===== src/rtl/mode_sequencer_pkg.sv =====
// Shared types and wrap-around index arithmetic for the mode sequencer.
package mode_seq_pkg;

    typedef enum logic [1:0] {
        IDLE      = 2'd0,
        PRESSED   = 2'd1,
        LONG_HELD = 2'd2
    } press_state_t;

    // Counter/index width for a value range 0..n-1, never narrower than one bit.
    function automatic int ctr_width(input int n);
        return (n > 2) ? $clog2(n) : 1;
    endfunction

    function automatic int mode_inc(input int idx, input int n);
        return (idx >= n - 1) ? 0 : idx + 1;
    endfunction

    function automatic int mode_dec(input int idx, input int n);
        return (idx == 0) ? n - 1 : idx - 1;
    endfunction

endpackage


===== src/rtl/mode_sequencer_btn_debounce.sv =====
// Two-flop synchroniser followed by a stability-count debouncer.
// Emits the accepted level plus one-cycle rise/fall pulses.
module btn_debounce
    import mode_seq_pkg::*;
#(
    parameter int DEBOUNCE_CYC = 200000
) (
    input  logic clk,
    input  logic reset,
    input  logic btn,
    output logic level,
    output logic rise,
    output logic fall
);
    localparam int CW = ctr_width(DEBOUNCE_CYC);

    logic          sync1_reg;
    logic          sync2_reg;
    logic          level_reg;
    logic          rise_reg;
    logic          fall_reg;
    logic [CW-1:0] cnt_reg;

    always_ff @(posedge clk) begin
        if (reset) begin
            sync1_reg <= 1'b0;
            sync2_reg <= 1'b0;
            level_reg <= 1'b0;
            rise_reg  <= 1'b0;
            fall_reg  <= 1'b0;
            cnt_reg   <= '0;
        end else begin
            sync1_reg <= btn;
            sync2_reg <= sync1_reg;
            rise_reg  <= 1'b0;
            fall_reg  <= 1'b0;
            if (sync2_reg == level_reg) begin
                cnt_reg <= '0;
            end else if (cnt_reg == CW'(DEBOUNCE_CYC - 1)) begin
                // DEBOUNCE_CYC consecutive differing samples: accept the new level
                level_reg <= sync2_reg;
                rise_reg  <= sync2_reg;
                fall_reg  <= ~sync2_reg;
                cnt_reg   <= '0;
            end else begin
                cnt_reg <= cnt_reg + 1'b1;
            end
        end
    end

    assign level = level_reg;
    assign rise  = rise_reg;
    assign fall  = fall_reg;

endmodule


===== src/rtl/mode_sequencer.sv =====
// Button-driven mode selector: next/prev stepping with wrap, long-press
// toggled auto-cycle, one-hot LED copy and a mode-change strobe.
module mode_sequencer
    import mode_seq_pkg::*;
#(
    parameter  int NUM_MODES    = 7,
    parameter  int DEBOUNCE_CYC = 200000,
    parameter  int LONG_CYC     = 30000000,
    parameter  int AUTO_CYC     = 8000000,
    localparam int MW           = ctr_width(NUM_MODES)
) (
    input  logic                 clk,
    input  logic                 reset,
    input  logic                 btn_next,
    input  logic                 btn_prev,
    output logic [MW-1:0]        mode,
    output logic [NUM_MODES-1:0] leds,
    output logic                 auto_en,
    output logic                 mode_changed
);
    localparam int HW = ctr_width(LONG_CYC);
    localparam int AW = ctr_width(AUTO_CYC);

    // Index 0 is next, index 1 is prev.
    logic [1:0] btn_raw;
    logic [1:0] btn_level;
    logic [1:0] btn_rise;
    logic [1:0] btn_fall;

    assign btn_raw = {btn_prev, btn_next};

    for (genvar gi = 0; gi < 2; gi++) begin : g_btn
        btn_debounce #(
            .DEBOUNCE_CYC(DEBOUNCE_CYC)
        ) u_debounce (
            .clk  (clk),
            .reset(reset),
            .btn  (btn_raw[gi]),
            .level(btn_level[gi]),
            .rise (btn_rise[gi]),
            .fall (btn_fall[gi])
        );
    end

    press_state_t           press_state_reg;
    logic [HW-1:0]          hold_reg;
    logic [AW-1:0]          auto_cnt_reg;
    logic [MW-1:0]          mode_reg;
    logic [NUM_MODES-1:0]   leds_reg;
    logic                   auto_en_reg;
    logic                   mode_changed_reg;

    logic                   next_short;
    logic                   man_inc;
    logic                   man_dec;
    logic                   auto_hit;
    logic                   toggle;
    logic                   btn_active;
    logic                   step;
    logic [MW-1:0]          mode_next;
    logic [NUM_MODES-1:0]   leds_next;

    always_comb begin
        btn_active = (|btn_level) | (|btn_rise);
        next_short = (press_state_reg == PRESSED) && btn_fall[0];
        // Hold counts from the cycle after the debounced rise, so the toggle
        // lands LONG_CYC cycles after the debounced level goes high.
        toggle     = (press_state_reg == PRESSED) && !btn_fall[0]
                     && (hold_reg == HW'(LONG_CYC - 2));
        man_inc    = next_short && !btn_fall[1];
        man_dec    = btn_fall[1] && !next_short;
        auto_hit   = auto_en_reg && !btn_active && (auto_cnt_reg == AW'(AUTO_CYC - 1));
        step       = man_inc || man_dec || auto_hit;
        mode_next  = mode_reg;
        if (man_dec) begin
            mode_next = MW'(mode_dec(int'(mode_reg), NUM_MODES));
        end else if (man_inc || auto_hit) begin
            mode_next = MW'(mode_inc(int'(mode_reg), NUM_MODES));
        end
    end

    for (genvar gi = 0; gi < NUM_MODES; gi++) begin : g_onehot
        assign leds_next[gi] = (mode_next == MW'(gi));
    end

    always_ff @(posedge clk) begin
        if (reset) begin
            press_state_reg  <= IDLE;
            hold_reg         <= '0;
            auto_cnt_reg     <= '0;
            mode_reg         <= '0;
            leds_reg         <= NUM_MODES'(1);
            auto_en_reg      <= 1'b0;
            mode_changed_reg <= 1'b0;
        end else begin
            case (press_state_reg)
                IDLE: begin
                    if (btn_rise[0]) begin
                        press_state_reg <= PRESSED;
                        hold_reg        <= '0;
                    end
                end
                PRESSED: begin
                    if (btn_fall[0]) begin
                        press_state_reg <= IDLE;
                    end else if (toggle) begin
                        press_state_reg <= LONG_HELD;
                        auto_en_reg     <= ~auto_en_reg;
                    end else begin
                        hold_reg <= hold_reg + 1'b1;
                    end
                end
                LONG_HELD: begin
                    if (btn_fall[0]) begin
                        press_state_reg <= IDLE;
                    end
                end
                default: press_state_reg <= IDLE;
            endcase

            if (step || toggle || btn_active || !auto_en_reg) begin
                auto_cnt_reg <= '0;
            end else begin
                auto_cnt_reg <= auto_cnt_reg + 1'b1;
            end

            mode_changed_reg <= step;
            if (step) begin
                mode_reg <= mode_next;
                leds_reg <= leds_next;
            end
        end
    end

    assign mode         = mode_reg;
    assign leds         = leds_reg;
    assign auto_en      = auto_en_reg;
    assign mode_changed = mode_changed_reg;

endmodule


===== config.mk =====
export PLATFORM = sky130hd
export DESIGN_NAME = mode_sequencer
export DESIGN_NICKNAME = d
export VERILOG_FILES = /design/src/rtl/mode_sequencer_pkg.sv /design/src/rtl/mode_sequencer_btn_debounce.sv /design/src/rtl/mode_sequencer.sv
export SDC_FILE = /design/constraint.sdc
export NUM_CORES = 1
export LEC_CHECK = 0
export BUFFER_PORTS_ARGS = -buffer_cell sky130_fd_sc_hd__buf_2
export CAP_MARGIN = 20
export CORE_ASPECT_RATIO = 0.75
export CORE_MARGIN = 2
export CORE_UTILIZATION = 60
export CTS_BUF_LIST = sky130_fd_sc_hd__clkbuf_8 sky130_fd_sc_hd__clkbuf_16
export DETAILED_ROUTE_END_ITERATION = 12
export PLACE_DENSITY = 0.86
export RECOVER_POWER = 25
export SETUP_SLACK_MARGIN = 0.02
export SYNTH_ARGS = -nofsm -noshare
export SYNTH_HDL_FRONTEND = slang
export SYNTH_SLANG_ARGS = --single-unit
export TNS_END_PERCENT = 10

===== constraint.sdc =====
create_clock -name clk -period 6.99 [get_ports clk]
set_clock_uncertainty 0.2 [all_clocks]
set_input_delay 0.699 -clock clk [delete_from_list [all_inputs] [get_ports clk]]
set_output_delay 0.699 -clock clk [all_outputs]
set_load 0.03 [all_outputs]

-- Word-level counts from Yosys, hierarchy flattened
Cells that the tools add are included.
- multiply operators: 0
- add/subtract/negate cells: 6
- shifts and indexed selects: 0
- bitwise gates (word level): 9
- divide/modulo/power cells: 0
- muxes and demuxes: 13
- equality and inequality tests: 19
- magnitude comparators: 1
- reductions and logical operators: 34
- operators with widths (kind ; count):
    $mux W25 ; 3
    $pmux W25 S2 ; 1
    $add A18 B1 Y18 const B ; 2
    $eq A18 B18 Y1 const B ; 2
    $add A25 B1 Y25 const B ; 1
    $eq A25 B25 Y1 const B ; 1
    $add A23 B1 Y23 const B ; 1
    $eq A23 B23 Y1 const B ; 1
    $mux W3 ; 4
    $reduce_or A3 Y1 ; 4
    $eq A3 B3 Y1 const B ; 3
    $mux W2 ; 4
    $not A1 Y1 ; 8
    $logic_and A1 B1 Y1 ; 7
    $eq A3 B2 Y1 const B ; 2
    $logic_not A3 Y1 ; 2
    $logic_or A1 B1 Y1 ; 6
    $pmux W2 S3 ; 1
    $reduce_and A3 Y1 ; 2
    $reduce_or A2 Y1 ; 3
    $logic_not A1 Y1 ; 5
    $ne A2 B1 Y1 const B ; 2
    $ne A2 B2 Y1 const B ; 2
    $reduce_and A2 Y1 ; 2
    12 further kinds ; 13
- register bits: 108
- output and inout bits: 12
- ROM bits: 0
- input port bits: 4
- word-level logic and storage cells: 101
- bits in writable memories: 0
- bits in latches: 0
- memories kept: 0

-- Logic depth before layout (Yosys ltp)
Gate-level depths: netlist (run 1).
- depth in word-level cells: 10
- gate-level depth with buffers: 10
- depth with buffers taken out: 10

-- Cells and area by module
Synthesis (run 1) repeated with hierarchy kept, for this count alone.
- cell total of the unflattened synthesis: 591
- area, all modules: 5147.4 µm²
- modules (own cells, without submodules) (module ; area each (µm²) ; sequential area each (µm²) ; cells each ; instances):
    mode_sequencer ; 3158.0 ; 1241.2 ; 373 ; 1
    btn_debounce ; 994.7 ; 460.4 ; 109 ; 2

-- Worst setup path before layout (run 1)
No wires, ideal clock.
- path type: flip-flop to flip-flop
- start point: register mode_reg[0] (netlist: mode[0])
- end point: register leds_reg[0] (netlist: leds[0])
- setup slack: 4239 ps
- stages on the path, launching flop included: 9
- library setup time: 122 ps
- data required time: 6668 ps
- period minus slack after synthesis: 2751 ps
- arrival time: 2429 ps
- path buffers: 0
- path through: dfxtp_1 -> inv_1 -> ha_1 -> nor4b_1 -> nor2b_1 -> or3_1 -> mux2i_1 -> nor2_1 -> a221o_1
- longest elaborated chain between the ends: 5
- elaborated cells on any way between the ends: 9
- those cells by class: add/sub (2); order compare (1); mux (4); reduce/logical (2)
- ends and longest elaborated chain (item ; line ; text):
    start: declaration ; mode_sequencer.sv:48 ; logic [MW-1:0] mode_reg;
    start signal: assignment ; mode_sequencer.sv:129 ; mode_reg <= mode_next;
    $add A3 B1 Y3 / $ge A3 B3 Y1 (equally long branches) ; mode_sequencer_pkg.sv:16 ; return (idx >= n - 1) ? 0 : idx + 1;
    $mux W3 ; mode_sequencer_pkg.sv:16 ;
    $mux W3 ; mode_sequencer.sv:77 ; end else if (man_inc || auto_hit) begin
    $mux W3 * ; mode_sequencer.sv:75 ; if (man_dec) begin
    $logic_not A3 Y1 * ; mode_sequencer.sv:83 ; assign leds_next[gi] = (mode_next == MW'(gi));
    end signal: assignment ; mode_sequencer.sv:130 ; leds_reg <= leds_next;
    end: declaration ; mode_sequencer.sv:49 ; logic [NUM_MODES-1:0] leds_reg;
Every way passes the cells marked *; elsewhere a longest branch is shown, timed or not.
A chain may end at the register's enable or synchronous reset.

-- Worst setup path in the final report (run 1)
- start point: register auto_cnt_reg[0]
- end point: register auto_cnt_reg[6]
- longest elaborated chain between the ends: 7
- elaborated cells on any way between the ends: 8
- those cells by class: add/sub (1); eq/ne (1); reduce/logical (6)
- ends and longest elaborated chain (item ; line ; text):
    start: declaration ; mode_sequencer.sv:47 ; logic [AW-1:0] auto_cnt_reg;
    start signal: assignment ; mode_sequencer.sv:124 ; auto_cnt_reg <= auto_cnt_reg + 1'b1;
    parallel branches: the longest is 7 deep, another holds $add A23 B1 Y23 ; n/a ;
Several ways; the timed one is not identified.

==> results of run 1 <==
-- power breakdown --
group / leakage [nW] / switching (mW) / internal, mW / total, mW
clock network: 0.117 / 0.216 / 0.215 / 0.432
registers: 0.870 / 0.000831 / 0.616 / 0.617
logic: 0.780 / 0.00751 / 0.00228 / 0.00979
-- cells by family (layout without fill, tap and decap cells) --
| kind of cell | Yosys count | count (layout) | synth area share |
|---|---|---|---|
| simple gates | 278 | 278 | 0.281 |
| flops | 108 | 108 | 0.430 |
| xor+xnor | 69 | 69 | 0.120 |
| compound gates | 61 | 61 | 0.0974 |
| buf+inv | 37 | 50 | 0.0316 |
| fa+ha+maj | 11 | 11 | 0.0274 |
| mux | 6 | 6 | 0.0120 |
-- critical path, stage by stage (launching register included) --
cell and delay, ns:
dfxtp_1 0.35, ha_1 0.25, nand4_1 0.20, nor2_1 0.13
and4_1 0.30, nor3b_2 0.43, nand3_1 0.72, nor2_1 0.31
-- cell usage after synthesis, drive strengths merged, types with 7 or more instances --
cell    number  area (um^2)
dfxtp      108         2160
nor2       106          398
xor2        36          315
xnor2       33          289
nand2       32          120
nand3       32          160
inv         19         71.3
a21oi       18         90.1
nor3        16         80.1
nor2b       15         93.8
and3        14         88.8
nand4       12         75.1
ha          11          138
buf          9         53.8
clkbuf       9         33.8
or3          8         55.1
and4         7         65.1
nand2b       7         43.8
-- through the flow --
stage,hold slack [ns],area (um^2),util,setup slack [ns],cells
after floorplan,0.213,5020,-,4.24,570
after global placement,0.217,5140,0.641,4.28,672
after detailed placement,0.225,5140,0.641,4.11,672
after CTS,0.241,5370,0.670,4.05,688
after global routing,0.269,5350,0.667,3.79,688
final,0.239,5350,0.667,4.02,688
-- worst paths after layout --
check	to	slack, ns	cells past startpoint	start
worst max-delay path	auto_cnt_reg[6]	4.02	7	auto_cnt_reg[0]
worst min-delay path	g_btn[1].u_debounce.sync2_reg	0.24	1	g_btn[1].u_debounce.sync1_reg
worst max register to register	auto_cnt_reg[6]	4.02	7	auto_cnt_reg[0]
worst min register to register	g_btn[1].u_debounce.sync2_reg	0.24	1	g_btn[1].u_debounce.sync1_reg
-- routing by layer --
| metal | up-vias | GRT usage | wire length, um | part of all wire |
|---|---|---|---|---|
| met5 | - | 0 | 0 | 0 |
| met4 | 0 | 0.0713 | 123 | 0.013 |
| met3 | 14 | 0.0675 | 486 | 0.050 |
| met2 | 79 | 0.333 | 4400 | 0.45 |
| met1 | 1882 | 0.298 | 4740 | 0.49 |
| li1 | 1990 | - | - | - |
-- layout make-up --
cell class                 instances  area [um^2]  area share
clock buffer                      10          138      0.0257
clock inverter                     6         95.1      0.0178
inverter                          19         71.3      0.0133
multi-input combinational        425         2700       0.504
sequential                       108         2160       0.404
tap                              105          131      0.0245
timing repair buffer              15         58.8      0.0110
==> impl_results.md, run 1 <==
* Status: completed
* Via count at around 4000
* WP data arrival at 3.07 ns
* Diode count at 0
* Inserted Clock Buffers at 9
* HP Class: flop to flop
* Cell row count at 28
* Max reg flops at 36
* Starting Density at 0.626
* Fill cells at between 600 and 700
* Max-Cap Viols at 0
* Post-synthesis cell count at 570
* Synthesis warning total at 0
* Sequential share of the synthesized area at 0.430
* Post-synth cell types at 59
* Layout cells sized above 1 at 0.0583
* Final period util at 0.425
* Tot GR Track Use at 0.220
* Post-Route WL at around 10000 um
* Critical path type: flop to flop
* Mapped cell area at roughly 0.005 mm^2
* Final TNS setup at 0 ns
* Post-DP HPWL at between 6000 and 7000 um
* VDD IR-drop max at 0.153 mV
* DIE HEIGHT at 83.2 um
* Drt first pass iters at 5
* Post-CTS Setup Bufs at 0
* H-tree Lvls at 3
* Min Tclk post-route at just under 3 ns
* Critical Path RT at between 7 and 8 ns
* #FFs+latches synth at 108
* Most common cell after layout, fill and taps aside: dfxtp_1
* Syn_nets at about 590
* Slew Limit Fails at 0
* CTS tree: yes
* PwrDens at about 200 mW/mm^2
* CP max FO at 23
* Post-DRT Antenna Nets at 0
* Cts repair resizes at 0
* Die area at 0.00913 mm^2
* Vias in the first global route at 3519
* Core ar. at between 0.008 and 0.009 mm^2
* Worst-Skew Late Latency at between 0.3 and 0.4 ns
* Slew margin rel. at 0.223
* Synthesized area per cell at a little under 9 um^2
* Ys async rst share at 0
* Worst Max-Slew Pin Slew at around 1.2 ns
* Io pins at 16
* Pleak at between 1.5 and 2 nW
* First-pass GRT wire length at about 16000 um
* Final setup fails at 0
* Overflow after GRT at 0
* Fmax at 337 MHz
* IO Port Bufs at 15
* TritonCTS Sinks at around 110
* Pin count of the biggest net entering global routing at 28
* Final Hold Viols at 0
* Crit. End Element: flop
* Final net count at roughly 600
* Tot Pwr at between 1 and 1.5 mW
* Ys flop type: dfxtp_1
* Post-synth EDFFs at 0
* Drt wl/cell at between 10 and 15 um
* CP Launch Type: flop
* Hold Buf Count CTS at 0
* Commonest non-fill, non-tap cells in the layout: dfxtp_1, nor2_1, xor2_1
* Vias per Instance at ~5.8
* Clk root buf: clkbuf_8
* DRC at 0
* Initial antenna violation count at 0
* RSZ-0062 raised after global routing: no
* Area growth from synthesis to final layout at 6.55%
* Clock-pin slew on the worst setup and hold paths at roughly 0.10 ns
* CTS max path bufs at 2
* Gp weighted congestion at 0.859
* Chip Width at between 100 and 150 um
* Detailed router's first-iteration violation count at 246
Note: power is estimated with default switching activity, not from simulation.
==> run 2, diff against run 1 <==
==> constraint.sdc (replaced) <==
create_clock -name clk -period 3 [get_ports clk]
set_clock_uncertainty 0.2 [all_clocks]
set_input_delay 0.3 -clock clk [delete_from_list [all_inputs] [get_ports clk]]
set_output_delay 0.3 -clock clk [all_outputs]
set_load 0.03 [all_outputs]
==> run 2 against run 1 <==
Compared with the run above: clock-buffer cell count is 1 lower; first-iteration DRC count is 54% higher; sequential share of layout area is 0.11 points lower; critical path depth is 1 lower; non-clock buffer count is 7 higher; global-route usage is 0.058 points higher; hold slack better by 0.0057 ns; critical path type unchanged; critical endpoint is now hold_reg[6]; highest routed layer unchanged.
==> impl_results.md, run 2 (same netlist as run 1, synthesis figures left out) <==
* Inserted Clock Buffers at 9 (unchanged)
* PwrDens at 433 mW/mm^2 (+120%)
* Drt wl/cell at 13.7 um (-3.2%)
* VDD IR-drop max at 0.566 mV (+270%)
* Post-Route WL at 9520 um (-2.2%)
* Core Util, Final at 0.669 (+0.00187)
* Final period util at 0.904 (+0.480)
* Commonest non-fill, non-tap cells in the layout: dfxtp_1, nor2_1, xor2_1
* Final TNS setup at 0 ns (unchanged)
* CP top delay family: compound AO/OA/AOI/OAI gates
* Critical Path RT at 3.12 ns (-3.98 ns)
* Placed Area at 0.00518 mm^2 (+0.73%)
* Vias in the first global route at 3730 (+6.0%)
* Number of cells after detailed placement at 677 (+0.74%)
* H-tree Lvls at 3 (unchanged)
* Cts repair resizes at 0 (unchanged)
* Worst Max-Slew Pin Slew at 1.17 ns (+0.000873 ns)
* Area growth from synthesis to final layout at 6.85%
* Tot GR Track Use at 0.221 (+0.000580)
* Hold Buf Count CTS at 2 (+2)
* Max reg flops at 36 (unchanged)
* RSZ-0062 raised after global routing: no
* Worst path bufs/invs at 0 (unchanged)
* Detailed router's first-iteration violation count at 379 (+54%)
* Non-Filler Instances at 695 (+1.0%)
* Pin count of the biggest net entering global routing at 28 (unchanged)
* Initial antenna violation count at 0 (unchanged)
* CTS max path bufs at 2 (unchanged)
* Core ar. at 0.00802 mm^2 (unchanged)
* Layout cells sized above 1 at 0.0644 (+0.00609)
* HP Class: flop to flop
* Most common cell after layout, fill and taps aside: dfxtp_1
* Pleak at 1.79 nW (+1.2%)
* Cell row count at 28 (unchanged)
* CP max FO at 6 (-74%)
* Crit. End Element: flop
* Fmax at 369 MHz (+9.4%)
* Drt first pass iters at 6 (+1)
* Starting Density at 0.626 (unchanged)
* Max-Cap Viols at 0 (unchanged)
* CP max stage cell: or4b_4
* Status: completed
* DIE HEIGHT at 83.2 um (unchanged)
* Post-CTS Setup Bufs at 0 (unchanged)
* Clock-pin slew on the worst setup and hold paths at 0.10 ns (about the same)
* Final Hold Viols at 0 (unchanged)
* Critical path type: flop to flop
* Slew Limit Fails at 0 (unchanged)
* Overflow after GRT at 0 (unchanged)
* First-pass GRT wire length at 16400 um (+3.2%)
* Diode count at 0 (unchanged)
* Post-DP HPWL at 6710 um (-2.6%)
* Max incr delay on CP at 0.53 ns (-0.19 ns)
* TritonCTS Sinks at 108 (unchanged)
* CTS tree: yes
* Worst-Skew Late Latency at 0.37 ns (about the same)
* Die area at 0.00913 mm^2 (unchanged)
* Final net count at 600 (+1.2%)
* CP Cell Sequence: or4b_4 -> or3_4 -> o21ai_0 -> a21oi_1 -> a211oi_1 -> a31o_1
* Io pins at 16 (unchanged)
* Vias per Instance at 5.68 (-1.4%)
* Post-DRT Antenna Nets at 0 (unchanged)
* Design area at 0.00537 mm^2 (+0.28%)
* Tot Pwr at 2.32 mW (+120%)
* DRC at 0 (unchanged)
* WP data arrival at 2.84 ns (-0.23 ns)
* Via count at 3948 (-0.43%)
* Clk root buf: clkbuf_8
* Gp weighted congestion at 0.882 (+2.7%)
* IO Port Bufs at 15 (unchanged)
* Final setup fails at 0 (unchanged)
* CP Launch Type: flop
* Chip Width at 110 um (unchanged)
* Min Tclk post-route at 2.71 ns (-0.256 ns)
* Slew margin rel. at 0.223 (-0.000582)
## run 2: changes by cell type in the layout (fill, tap and decap cells not counted)
cell,change
buf_4,+5
bufinv_16,-1
clkbuf_8,-1
clkinv_2,+3
clkinv_4,-2
dlygate4sd3_1,+2
inv_1,+1
## run 2: report_power, final
part / switching [mW] / internal [mW]
combinational: 0.0179 / 0.00786
sequential: 0.00202 / 1.44
clock: 0.477 / 0.385
total: 0.497 / 1.83
## run 2: layout make-up
class,count,area (um^2)
Timing Repair Buffer,22,116
Inverter,19,71.3
Clock inverter,7,66.3
Clock buffer,9,124
Fill cell,656,2660
Tap cell,105,131
Sequential cell,108,2160
Multi-Input combinational cell,425,2700
## run 2: path summary, 6_finish.rpt
check	slack, ns	start	cells past startpoint	endpoint
setup / recovery	0.29	hold_reg[11]	6	hold_reg[6]
hold / removal	0.24	g_btn[0].u_debounce.sync1_reg	1	g_btn[0].u_debounce.sync2_reg
setup reg to reg	0.29	hold_reg[11]	6	hold_reg[6]
hold reg to reg	0.24	g_btn[0].u_debounce.sync1_reg	1	g_btn[0].u_debounce.sync2_reg
## run 2: metrics by stage
step | hold WS [ns] | setup WS, ns
floorplan | 0.213 | 0.249
global placement | 0.226 | 0.480
detailed placement | 0.223 | 0.366
CTS | 0.156 | 0.362
global route | 0.262 | 0.106
finish | 0.245 | 0.287
## run 2: routing by layer
metal	global-route usage	part of all wire	vias up
li1	-	-	2000
met1	0.301	0.49	1861
met2	0.343	0.45	76
met3	0.0597	0.041	11
met4	0.0587	0.010	0
met5	0	0	-
